**config.mk**
```make
export PLATFORM = sky130hd
export DESIGN_NAME = axis_spm_offset_mover
export DESIGN_NICKNAME = d
export VERILOG_FILES = /design/src/rtl/spm_ctrl_pkg.sv /design/src/rtl/spm_axis_stepper.sv /design/src/rtl/axis_spm_offset_mover.sv
export SDC_FILE = /design/constraint.sdc
export NUM_CORES = 1
export LEC_CHECK = 0
export CAP_MARGIN = 20
export CORE_AREA = 2 2 240 242
export DETAILED_ROUTE_END_ITERATION = 8
export DIE_AREA = 0 0 242 244
export GPL_ROUTABILITY_DRIVEN = 1
export PLACE_DENSITY = 0.68
export SYNTH_ARGS = -nofsm -noshare
export SYNTH_HDL_FRONTEND = slang
export SYNTH_SLANG_ARGS = --single-unit
```
**constraint.sdc**
```tcl
create_clock -name a_clk -period 6.6 [get_ports a_clk]
set_input_delay 0.66 -clock a_clk [delete_from_list [all_inputs] [get_ports a_clk]]
set_output_delay 0.66 -clock a_clk [all_outputs]
set_load 0.05 [all_outputs]
```
**src/rtl/spm_ctrl_pkg.sv**
```systemverilog
// Shared definitions for the scan-offset mover: FSM state encoding and default widths.
package spm_ctrl_pkg;

    localparam int POS_WIDTH_DEF = 32;
    localparam int DIV_WIDTH_DEF = 16;
    localparam int NUM_AXES      = 3;

    typedef enum logic [1:0] {
        ST_IDLE = 2'd0,
        ST_MOVE = 2'd1,
        ST_DONE = 2'd2
    } state_t;

endpackage

```
**src/rtl/spm_axis_stepper.sv**
```systemverilog
// One axis of the mover: next position after a tick, clamped so it never
// overshoots the target. Pure combinational.
module spm_axis_stepper #(
    parameter int W = 32
) (
    input  logic [W-1:0] pos,
    input  logic [W-1:0] target,
    input  logic [W-1:0] step,
    output logic [W-1:0] next
);

    logic [W:0] pos_ext;
    logic [W:0] tgt_ext;
    logic [W:0] diff;
    logic [W:0] mag;

    // One extra bit keeps the signed distance exact across the full range.
    assign pos_ext = {pos[W-1], pos};
    assign tgt_ext = {target[W-1], target};
    assign diff    = tgt_ext - pos_ext;
    assign mag     = diff[W] ? ('0 - diff) : diff;

    // When the step covers the remaining distance, land exactly on the target;
    // otherwise the result lies strictly between pos and target, so no wrap.
    assign next = ({1'b0, step} >= mag) ? target
                : (diff[W] ? (pos - step) : (pos + step));

endmodule

```
**src/rtl/axis_spm_offset_mover.sv**
```systemverilog
// Moves the three registered scan offsets toward latched targets in bounded
// steps, one step per divided tick, with abort and completion pulses.
module axis_spm_offset_mover
    import spm_ctrl_pkg::*;
#(
    parameter int POS_WIDTH = POS_WIDTH_DEF,
    parameter int DIV_WIDTH = DIV_WIDTH_DEF
) (
    input  logic                 a_clk,
    input  logic                 a_rst,
    input  logic [POS_WIDTH-1:0] cfg_x0_target,
    input  logic [POS_WIDTH-1:0] cfg_y0_target,
    input  logic [POS_WIDTH-1:0] cfg_z0_target,
    input  logic [POS_WIDTH-1:0] cfg_step,
    input  logic [DIV_WIDTH-1:0] cfg_div,
    input  logic                 start,
    input  logic                 abort,
    output logic [POS_WIDTH-1:0] x0,
    output logic [POS_WIDTH-1:0] y0,
    output logic [POS_WIDTH-1:0] z0,
    output logic                 busy,
    output logic                 done,
    output logic                 aborted
);

    state_t               state_reg;
    logic [POS_WIDTH-1:0] pos_reg    [NUM_AXES];
    logic [POS_WIDTH-1:0] target_reg [NUM_AXES];
    logic [POS_WIDTH-1:0] pos_next   [NUM_AXES];
    logic [POS_WIDTH-1:0] cfg_target [NUM_AXES];
    logic [POS_WIDTH-1:0] step_reg;
    logic [DIV_WIDTH-1:0] div_reg;
    logic [DIV_WIDTH-1:0] tick_cnt_reg;
    logic                 busy_reg;
    logic                 done_reg;
    logic                 aborted_reg;
    logic [NUM_AXES-1:0]  axis_at;
    logic                 all_at;

    assign cfg_target[0] = cfg_x0_target;
    assign cfg_target[1] = cfg_y0_target;
    assign cfg_target[2] = cfg_z0_target;

    generate
        for (genvar gi = 0; gi < NUM_AXES; gi++) begin : g_axis
            spm_axis_stepper #(.W(POS_WIDTH)) u_stepper (
                .pos    (pos_reg[gi]),
                .target (target_reg[gi]),
                .step   (step_reg),
                .next   (pos_next[gi])
            );
            assign axis_at[gi] = (pos_reg[gi] == target_reg[gi]);
        end
    endgenerate

    assign all_at = &axis_at;

    always_ff @(posedge a_clk) begin
        if (a_rst) begin
            state_reg    <= ST_IDLE;
            step_reg     <= '0;
            div_reg      <= '0;
            tick_cnt_reg <= '0;
            busy_reg     <= 1'b0;
            done_reg     <= 1'b0;
            aborted_reg  <= 1'b0;
            for (int i = 0; i < NUM_AXES; i++) begin
                pos_reg[i]    <= '0;
                target_reg[i] <= '0;
            end
        end else begin
            done_reg    <= 1'b0;
            aborted_reg <= 1'b0;
            case (state_reg)
                ST_IDLE: begin
                    if (start && !abort) begin
                        for (int i = 0; i < NUM_AXES; i++)
                            target_reg[i] <= cfg_target[i];
                        step_reg     <= cfg_step;
                        div_reg      <= cfg_div;
                        tick_cnt_reg <= cfg_div;
                        busy_reg     <= 1'b1;
                        state_reg    <= ST_MOVE;
                    end
                end
                ST_MOVE: begin
                    // A zero step with distance left could never finish.
                    if (abort || (step_reg == '0 && !all_at)) begin
                        busy_reg    <= 1'b0;
                        aborted_reg <= 1'b1;
                        state_reg   <= ST_IDLE;
                    end else if (all_at) begin
                        busy_reg  <= 1'b0;
                        done_reg  <= 1'b1;
                        state_reg <= ST_DONE;
                    end else if (tick_cnt_reg == '0) begin
                        tick_cnt_reg <= div_reg;
                        for (int i = 0; i < NUM_AXES; i++)
                            pos_reg[i] <= pos_next[i];
                    end else begin
                        tick_cnt_reg <= tick_cnt_reg - DIV_WIDTH'(1);
                    end
                end
                ST_DONE: state_reg <= ST_IDLE;
                default: state_reg <= ST_IDLE;
            endcase
        end
    end

    assign x0      = pos_reg[0];
    assign y0      = pos_reg[1];
    assign z0      = pos_reg[2];
    assign busy    = busy_reg;
    assign done    = done_reg;
    assign aborted = aborted_reg;

endmodule

```
Word-level counts from Yosys, hierarchy flattened
Memory sizes are Yosys's and may differ from the RTL's.
Index checks and enable logic that the tools add are counted.
{ "word_totals": {"reg_bits": 69, "wordCells": 98, "romBits": 0, "ramBits": 192, "latch_bits": 0, "n_memories": 2} }
{ "mem_list": {"columns": ["memory", "depth", "width", "read_ports", "rd_clocked_by_memory_dff", "wr", "line", "text"], "rows": [
  ["pos_reg", 3, 32, 3, 0, 3, "axis_spm_offset_mover.sv:27", "logic [POS_WIDTH-1:0] pos_reg [NUM_AXES];"],
  ["target_reg", 3, 32, 3, 0, 3, "axis_spm_offset_mover.sv:28", "logic [POS_WIDTH-1:0] target_reg [NUM_AXES];"]
]} }
{ "op_classes": {"mux": 42, "reduce_logical": 16, "shift": 0, "bitwise": 7, "n_mul": 0, "div": 0, "n_addsub": 13, "n_eq_ne": 8, "n_lt_le_gt_ge": 3} }
{ "ops": {"columns": ["op", "count"], "rows": [
  ["$mux W32", 12],
  ["$ge A32 B33 Y1", 3],
  ["$mux W33", 3],
  ["$sub A1 B33 Y33 const A", 3],
  ["$sub A32 B32 Y33", 3],
  ["$add A32 B32 Y32", 3],
  ["$eq A32 B32 Y1", 3],
  ["$sub A32 B32 Y32", 3],
  ["$mux W16", 4],
  ["$logic_not A32 Y1", 1],
  ["$pmux W16 S2", 1],
  ["$mux W1", 17],
  ["$logic_not A16 Y1", 1],
  ["$sub A16 B1 Y16 const B", 1],
  ["$mux W2", 3],
  ["$ne A2 B2 Y1 const B", 3],
  ["$or A1 B1 Y1", 6],
  ["$reduce_and A3 Y1", 2],
  ["$pmux W2 S2", 1],
  ["$reduce_and A2 Y1", 2],
  ["$reduce_and A4 Y1", 1],
  ["$ne A3 B3 Y1 const B", 1],
  ["$reduce_or A3 Y1", 1],
  ["$eq A2 B1 Y1 const B", 1],
  ["other kinds (8)", 10]
]} }

Depth between registers and ports, before layout
Gate-level depths: netlist of run 1.
{ "logic_depth": {"word_depth": 10, "mapped_depth": 30} }

By module
Synthesis of run 1 repeated with hierarchy kept, for this count alone.
{ "hier_totals": {"cells_unflattened": 3557, "area_unflattened_um2": 29828.6} }
{ "modules_own_cells": {"columns": ["module", "area_each_um2", "n_inst", "seq_area_each_um2", "cells_each"], "rows": [
  ["axis_spm_offset_mover", 11308.3, 1, 7146.9, 957],
  ["spm_axis_stepper at g_axis[0].u_stepper", 6327.3, 1, 0.0, 888],
  ["spm_axis_stepper at g_axis[1].u_stepper", 6234.7, 1, 0.0, 870],
  ["spm_axis_stepper at g_axis[2].u_stepper", 5958.2, 1, 0.0, 842]
]} }

Worst setup path after synthesis of run 1
OpenSTA, ideal clock, no wires.
{ "synth_timing": {"path_kind": "reg-to-reg", "from": "mem pos_reg[0][64] (netlist bit)", "to": "mem pos_reg[0][94] (netlist bit), data pin", "t_required_ns": 6.328, "arrival_time_ns": 5.855, "n_path_buf": 1, "setup_time_ns": 0.272, "slack_ns": 0.473, "stages_incl_launch_ff": 26, "cell_sequence": "edfxtp_1 ha_1 fa_1 nand2b_1 a21oi_1 o31ai_2 a21oi_1 a211o_1 a221o_1 nand2_1 a31oi_1 clkbuf_1 a21oi_1 fa_1 a211oi_1 o211ai_1 nand3_1 a31oi_1 o21a_1 a211oi_1 o21bai_1 a21o_1 a21o_1 a21oi_1 xor2_1 o31ai_1"} }
{ "synth_rtl": {"columns": ["item", "line"], "rows": [
  ["start, declared", "axis_spm_offset_mover.sv:27"]
]} }

==> impl_metrics.json, run 1 <==
{
  "ant_nets": 0,
  "synthFlopType": "edfxtp_1",
  "hold_class": "reg -> reg",
  "vias": 25600,
  "drc": 0,
  "p_per_area_nw_per_um2": 241,
  "r2r-end": "pos_reg[0][94]",
  "stdcell_area_um2": 32100,
  "ir_drop_v": 0.000175,
  "fp-row-count": 87,
  "synth_area_um2": 26900,
  "cts_buffer_depth": 3,
  "async_reset_ff_frac": 0,
  "yosys_warnings": 0,
  "die_width_um": 242,
  "gp_routability_congestion": 0.977,
  "maxCapViolations": 0,
  "postSynthAreaPerCell_um2": 8.30,
  "die_h_um": 244,
  "core_um2": 56200,
  "cts_buffers": 34,
  "grt_first_pass_wirelength_um": 141000,
  "crit_fanout": 21,
  "setup_violations": 0,
  "tightest_slew_ns": 1.21,
  "cp_slowest_stage_delay_ns": 0.43,
  "seq_area_um2": 7150,
  "drv_slew": 0,
  "cts_tree": "done",
  "clock_latency_ns": 0.57,
  "overflow": 0,
  "place_inst": 4209,
  "multi_input_area_um2": 18800,
  "dieArea_um2": 59000,
  "slowest_stage": "edfxtp_1",
  "hold_viol": 0,
  "drt-wirelength-per-cell_um": 21.5,
  "synth_enable_flop_cells": 192,
  "cp-start-kind": "register",
  "clock_skew_ns": 0.0121,
  "layout_common_cells": "ha_1, nand2_1, a21oi_1, nor2_1, clkdlybuf4s50_1",
  "cp-startpoint": "pos_reg[0][64]",
  "postLayoutCoreUtil": 0.571,
  "critPathMostFrequentCell": "a21oi_1",
  "rsz0062_at_grt": "no",
  "critPathKind": "reg -> reg",
  "drt_iter0_drc": 2091,
  "fin_nets": 3951,
  "yosysUniqueCellTypes": 97,
  "cp-end-kind": "register",
  "cts_hold_buffers": 0,
  "reg2regPathDepth": 26,
  "dpl_cell_area_um2": 30700,
  "outcome": "completed",
  "clk_pin_slew_worst_paths_ns": 0.06,
  "grt_busiest_layer": "met2",
  "slew_headroom": 0.188,
  "io_pins": 247,
  "post-route-min-period_ns": 6.28,
  "period_share": 0.952,
  "grt_max_degree": 72,
  "h-tree-depth": 2,
  "postSynthCellCount": 3244,
  "start_util": 0.480,
  "rrSetupSlack_ns": 0.32,
  "port_buffers": 246,
  "clkSinkCount": 261,
  "fillCellCount": 5170,
  "worstPathRequired_ns": 6.91,
  "routed_wl_um": 92000,
  "grt_pass1_vias": 24900,
  "synth_nets": 3689,
  "area_growth_pct": 19.1,
  "hpwl_um": 71800,
  "p_leak_nw": 13.7,
  "gr-usage-all-layers": 0.301,
  "synth_seq_area_share": 0.265,
  "cp-endpoint": "pos_reg[0][94]",
  "rr_startpoint": "pos_reg[0][64]",
  "use_met3": 0.0563,
  "fmax_mhz": 159,
  "antenna_found_initial": 1,
  "global_route.usage.met1": 0.385,
  "final_common_cell": "ha_1",
  "ys_ff_latch": 261,
  "via_per_inst": 5.96,
  "dr.pass1.iters": 8,
  "arrival_ns": 6.59,
  "drive_gt1_frac": 0.0754,
  "finalSetupTns_ns": 0,
  "cts_root_buf": "clkbuf_16",
  "gr-usage-met2": 0.503,
  "fin_cells": 4286
}
[per-stage QoR]
step / total power, W / setup slack (ns) / hold WS [ns]
floorplan: 0.00468 / 0.473 / 0.433
global placement: 0.00567 / 0.222 / 0.443
detailed placement: 0.00574 / 0.114 / 0.446
CTS: 0.00764 / 0.0652 / 0.454
global route: 0.00818 / 0.00102 / 0.486
finish: 0.00772 / 0.320 / 0.454
[layer usage]
layer / vias up / part of all wire / wire length (µm)
met5: - / 0 / 0
met3: 194 / 0.074 / 6820
met2: 1016 / 0.46 / 42200
met1: 12100 / 0.43 / 39400
met4: 0 / 0.039 / 3560
li1: 12300 / - / -
[how the worst min path moves through the flow]
stage,to,from,depth (start not counted)
after floorplan,div_reg[0],div_reg[0],2
after global routing,div_reg[0],div_reg[0],2
after global placement,div_reg[7],div_reg[7],2
final,div_reg[2],div_reg[2],2
after detailed placement,div_reg[0],div_reg[0],2
after CTS,div_reg[0],div_reg[0],2
[synthesized netlist by cell type (all sizes together), types with 39 or more instances]
| cell type | instances | area, µm² |
|---|---|---|
| a21oi | 287 | 1440 |
| nor3 | 59 | 300 |
| xor2 | 163 | 1430 |
| dfxtp | 69 | 1380 |
| edfxtp | 192 | 5770 |
| o31ai | 47 | 415 |
| nand2b | 39 | 244 |
| o21a | 39 | 293 |
| a21o | 103 | 774 |
| nor2 | 287 | 1090 |
| nor2b | 40 | 250 |
| nand4 | 45 | 282 |
| inv | 156 | 586 |
| nand3 | 81 | 405 |
| xnor2 | 168 | 1470 |
| nand2 | 285 | 1070 |
| o21ai | 151 | 756 |
| mux2i | 65 | 651 |
| a211oi | 65 | 503 |
| ha | 291 | 3640 |
| and2 | 125 | 782 |
| clkbuf | 114 | 429 |
[kinds of logic (layout without fill, tap and decap cells)]
logic type	after synthesis	after routing	synth area share
AO/OA/AOI/OAI	878	878	0.214
multiplexers	67	67	0.0250
XOR/XNOR	331	331	0.108
adder cells (fa/ha/maj)	297	297	0.140
buffers and inverters	303	587	0.0455
other	0	2	0
AND/OR/NAND/NOR	1107	1107	0.203
flip-flops	261	261	0.265
[cell type report]
| cell class | count | area share |
|---|---|---|
| flip-flops and latches | 261 | 0.223 |
| multi-input cells | 2680 | 0.585 |
| diodes | 2 | 0.000156 |
| clock inverters | 16 | 0.00542 |
| repair buffers | 373 | 0.110 |
| well taps | 756 | 0.0295 |
| inverters | 156 | 0.0183 |
| clock buffers | 42 | 0.0284 |
[critical path: cells and delay by family, from the launching register on]
family,cells,cell delay (ns)
AND/OR/NAND/NOR,3,0.36
buffers and inverters,2,0.37
flip-flops,1,0.43
adder cells (fa/ha/maj),3,1.05
XOR/XNOR,2,0.48
AO/OA/AOI/OAI,16,3.32
[what timing repair did]
item / CTS / global route
buffers inserted: 0 / 16
setup endpoints to repair: 0 / 66
resized for setup: 0 / 31
[power breakdown]
part	internal [W]	switching, W	total [W]	leakage, nW
registers	0.00185	0.0000985	0.00195	2.57
logic	0.00162	0.00228	0.00390	10.6
clock network	0.00110	0.000772	0.00187	0.536
No activity file was read; power rests on OpenSTA's default activity.
==> inputs of run 2 (changes only) <==
CAP_MARGIN = 30   (was 20)
MAX_ROUTING_LAYER = met4   (was not set)
==> run 2 against run 1 <==
- core utilization is 0.43 points lower
- highest routed layer unchanged
- worst setup slack worse by 0.14 ns
- hold slack hardly changed
==> impl_metrics.json, run 2 (synthesis results as in run 1) <==
{
  "drt_iter0_drc": 2011,
  "crit_fanout": 23,
  "clkSinkCount": 261,
  "slowest_stage": "or4b_4",
  "holdPathStages": 2,
  "period_share": 0.973,
  "arrival_ns": 6.74,
  "gp_routability_congestion": 1.01,
  "fmax_mhz": 156,
  "grt_pass1_vias": 24600,
  "critPathMostFrequentCell": "a21o_1",
  "io_pins": 247,
  "outcome": "completed",
  "finalWorstSetupSlack_ns": 0.181,
  "global_route.usage.met1": 0.391,
  "n_antenna_cell": 0,
  "gr-usage-met2": 0.495,
  "p_per_area_nw_per_um2": 239,
  "drc": 0,
  "grt_max_degree": 71,
  "maxCapViolations": 0,
  "preCtsSetupSlack_ns": 0.148,
  "cts_buffer_depth": 3,
  "cp-start-kind": "register",
  "hold_viol": 0,
  "ant_nets": 0,
  "dr.pass1.iters": 7,
  "cp-end-kind": "register",
  "drive_gt1_frac": 0.0690,
  "rrSetupSlack_ns": 0.18,
  "fin_nets": 3929,
  "die_width_um": 242,
  "tightest_slew_ns": 1.11,
  "cp_slowest_stage_delay_ns": 0.50,
  "worstPathRequired_ns": 6.92,
  "use_met3": 0.0427,
  "final_common_cell": "ha_1",
  "fp-row-count": 87,
  "finalPower_w": 0.00761,
  "drv_slew": 0,
  "routed_wl_um": 90800,
  "antenna_found_initial": 0,
  "critPathKind": "reg -> reg",
  "die_h_um": 244,
  "via_per_inst": 5.99,
  "port_buffers": 246,
  "p_leak_nw": 13.6,
  "h-tree-depth": 2,
  "worstHoldStart": "div_reg[3]",
  "grt_busiest_layer": "met2",
  "start_util": 0.480,
  "slew_headroom": 0.252,
  "cts_buffers": 34,
  "postLayoutCoreUtil": 0.567,
  "drt-wirelength-per-cell_um": 21.3,
  "clock_skew_ns": 0.0256,
  "gr-usage-all-layers": 0.308,
  "cts_tree": "done",
  "min_to": "div_reg[3]",
  "ir_drop_v": 0.000187,
  "core_um2": 56200,
  "overflow": 0,
  "setup_violations": 0,
  "cts_hold_buffers": 0,
  "rr_startpoint": "pos_reg[0][0]",
  "cts_root_buf": "clkbuf_16",
  "reg2regPathDepth": 26,
  "clk_pin_slew_worst_paths_ns": 0.06,
  "fin_cells": 4262,
  "grt_first_pass_wirelength_um": 140000,
  "clock_latency_ns": 0.58,
  "vias": 25500,
  "hold_class": "reg -> reg",
  "area_growth_pct": 18.2,
  "layout_common_cells": "ha_1, nand2_1, a21oi_1, nor2_1, clkdlybuf4s50_1",
  "place_inst": 4200,
  "dieArea_um2": 59000,
  "r2r-end": "pos_reg[0][12]",
  "hpwl_um": 71800,
  "post-route-min-period_ns": 6.42
}
-- run 2: changes by cell type in the layout (fill, tap and decap cells not counted), sizes merged --
cell and change:
buf -22, diode -2, clkinv +6, inv +1, clkbuf -5, bufinv -2
-- run 2: worst max path at each step --
| stage | startpoint | to | slack (ns) | cells after the start |
|---|---|---|---|---|
| after floorplan | pos_reg[0][64] | pos_reg[0][94] | 0.47 | 25 |
| after global placement | pos_reg[0][1] | pos_reg[0][10] | 0.25 | 25 |
| after detailed placement | pos_reg[0][1] | pos_reg[0][10] | 0.15 | 25 |
| after CTS | pos_reg[0][1] | pos_reg[0][12] | 0.10 | 26 |
| after global routing | pos_reg[0][0] | pos_reg[0][11] | -0.01 | 27 |
| final | pos_reg[0][0] | pos_reg[0][12] | 0.18 | 26 |
-- run 2: where the power goes --
| part | leakage, nW | switching [W] | internal, W |
|---|---|---|---|
| Clock | 0.525 | 0.000785 | 0.00101 |
| Combinational | 10.5 | 0.00227 | 0.00159 |
| Sequential | 2.57 | 0.0000966 | 0.00185 |
| Total | 13.6 | 0.00315 | 0.00446 |
-- run 2: cell type report --
cell class                 count  area [µm²]
clock buffer                  37         872
clock inverter                21         180
fill                        5252       24300
inverter                     156         586
multi-input combinational   2680       18700
sequential                   261        7150
tap                          756         946
timing repair buffer         351        3360
-- run 2: through the flow --
step | TNS, ns | instance area (µm²) | hold slack, ns
final | 0 | 31800 | 0.454
after global routing | -0.0189 | 31800 | 0.485
after CTS | 0 | 31700 | 0.456
after detailed placement | 0 | 30600 | 0.449
after global placement | 0 | 30600 | 0.443
after floorplan | 0 | 26900 | 0.433
-- run 2: worst max-delay path: cells and delay by family, from the launching register on --
family	cells	cell delay, ns
buffers and inverters	2	0.36
XOR/XNOR	1	0.15
AND/OR/NAND/NOR	7	1.60
flip-flops	1	0.41
AO/OA/AOI/OAI	12	2.43
multiplexers	1	0.26
adder cells (fa/ha/maj)	3	0.90
-- run 2: routing by layer --
| metal | share of wire | up-vias |
|---|---|---|
| li1 | - | 12200 |
| met1 | 0.43 | 12200 |
| met2 | 0.46 | 947 |
| met3 | 0.072 | 201 |
| met4 | 0.044 | 0 |
| met5 | 0 | - |
-- run 2: what timing repair did --
item / CTS / global route
buffers inserted: 0 / 4
hold endpoints to repair: 0 / 0
resized for setup: 0 / 26
setup endpoints to repair: 0 / 63
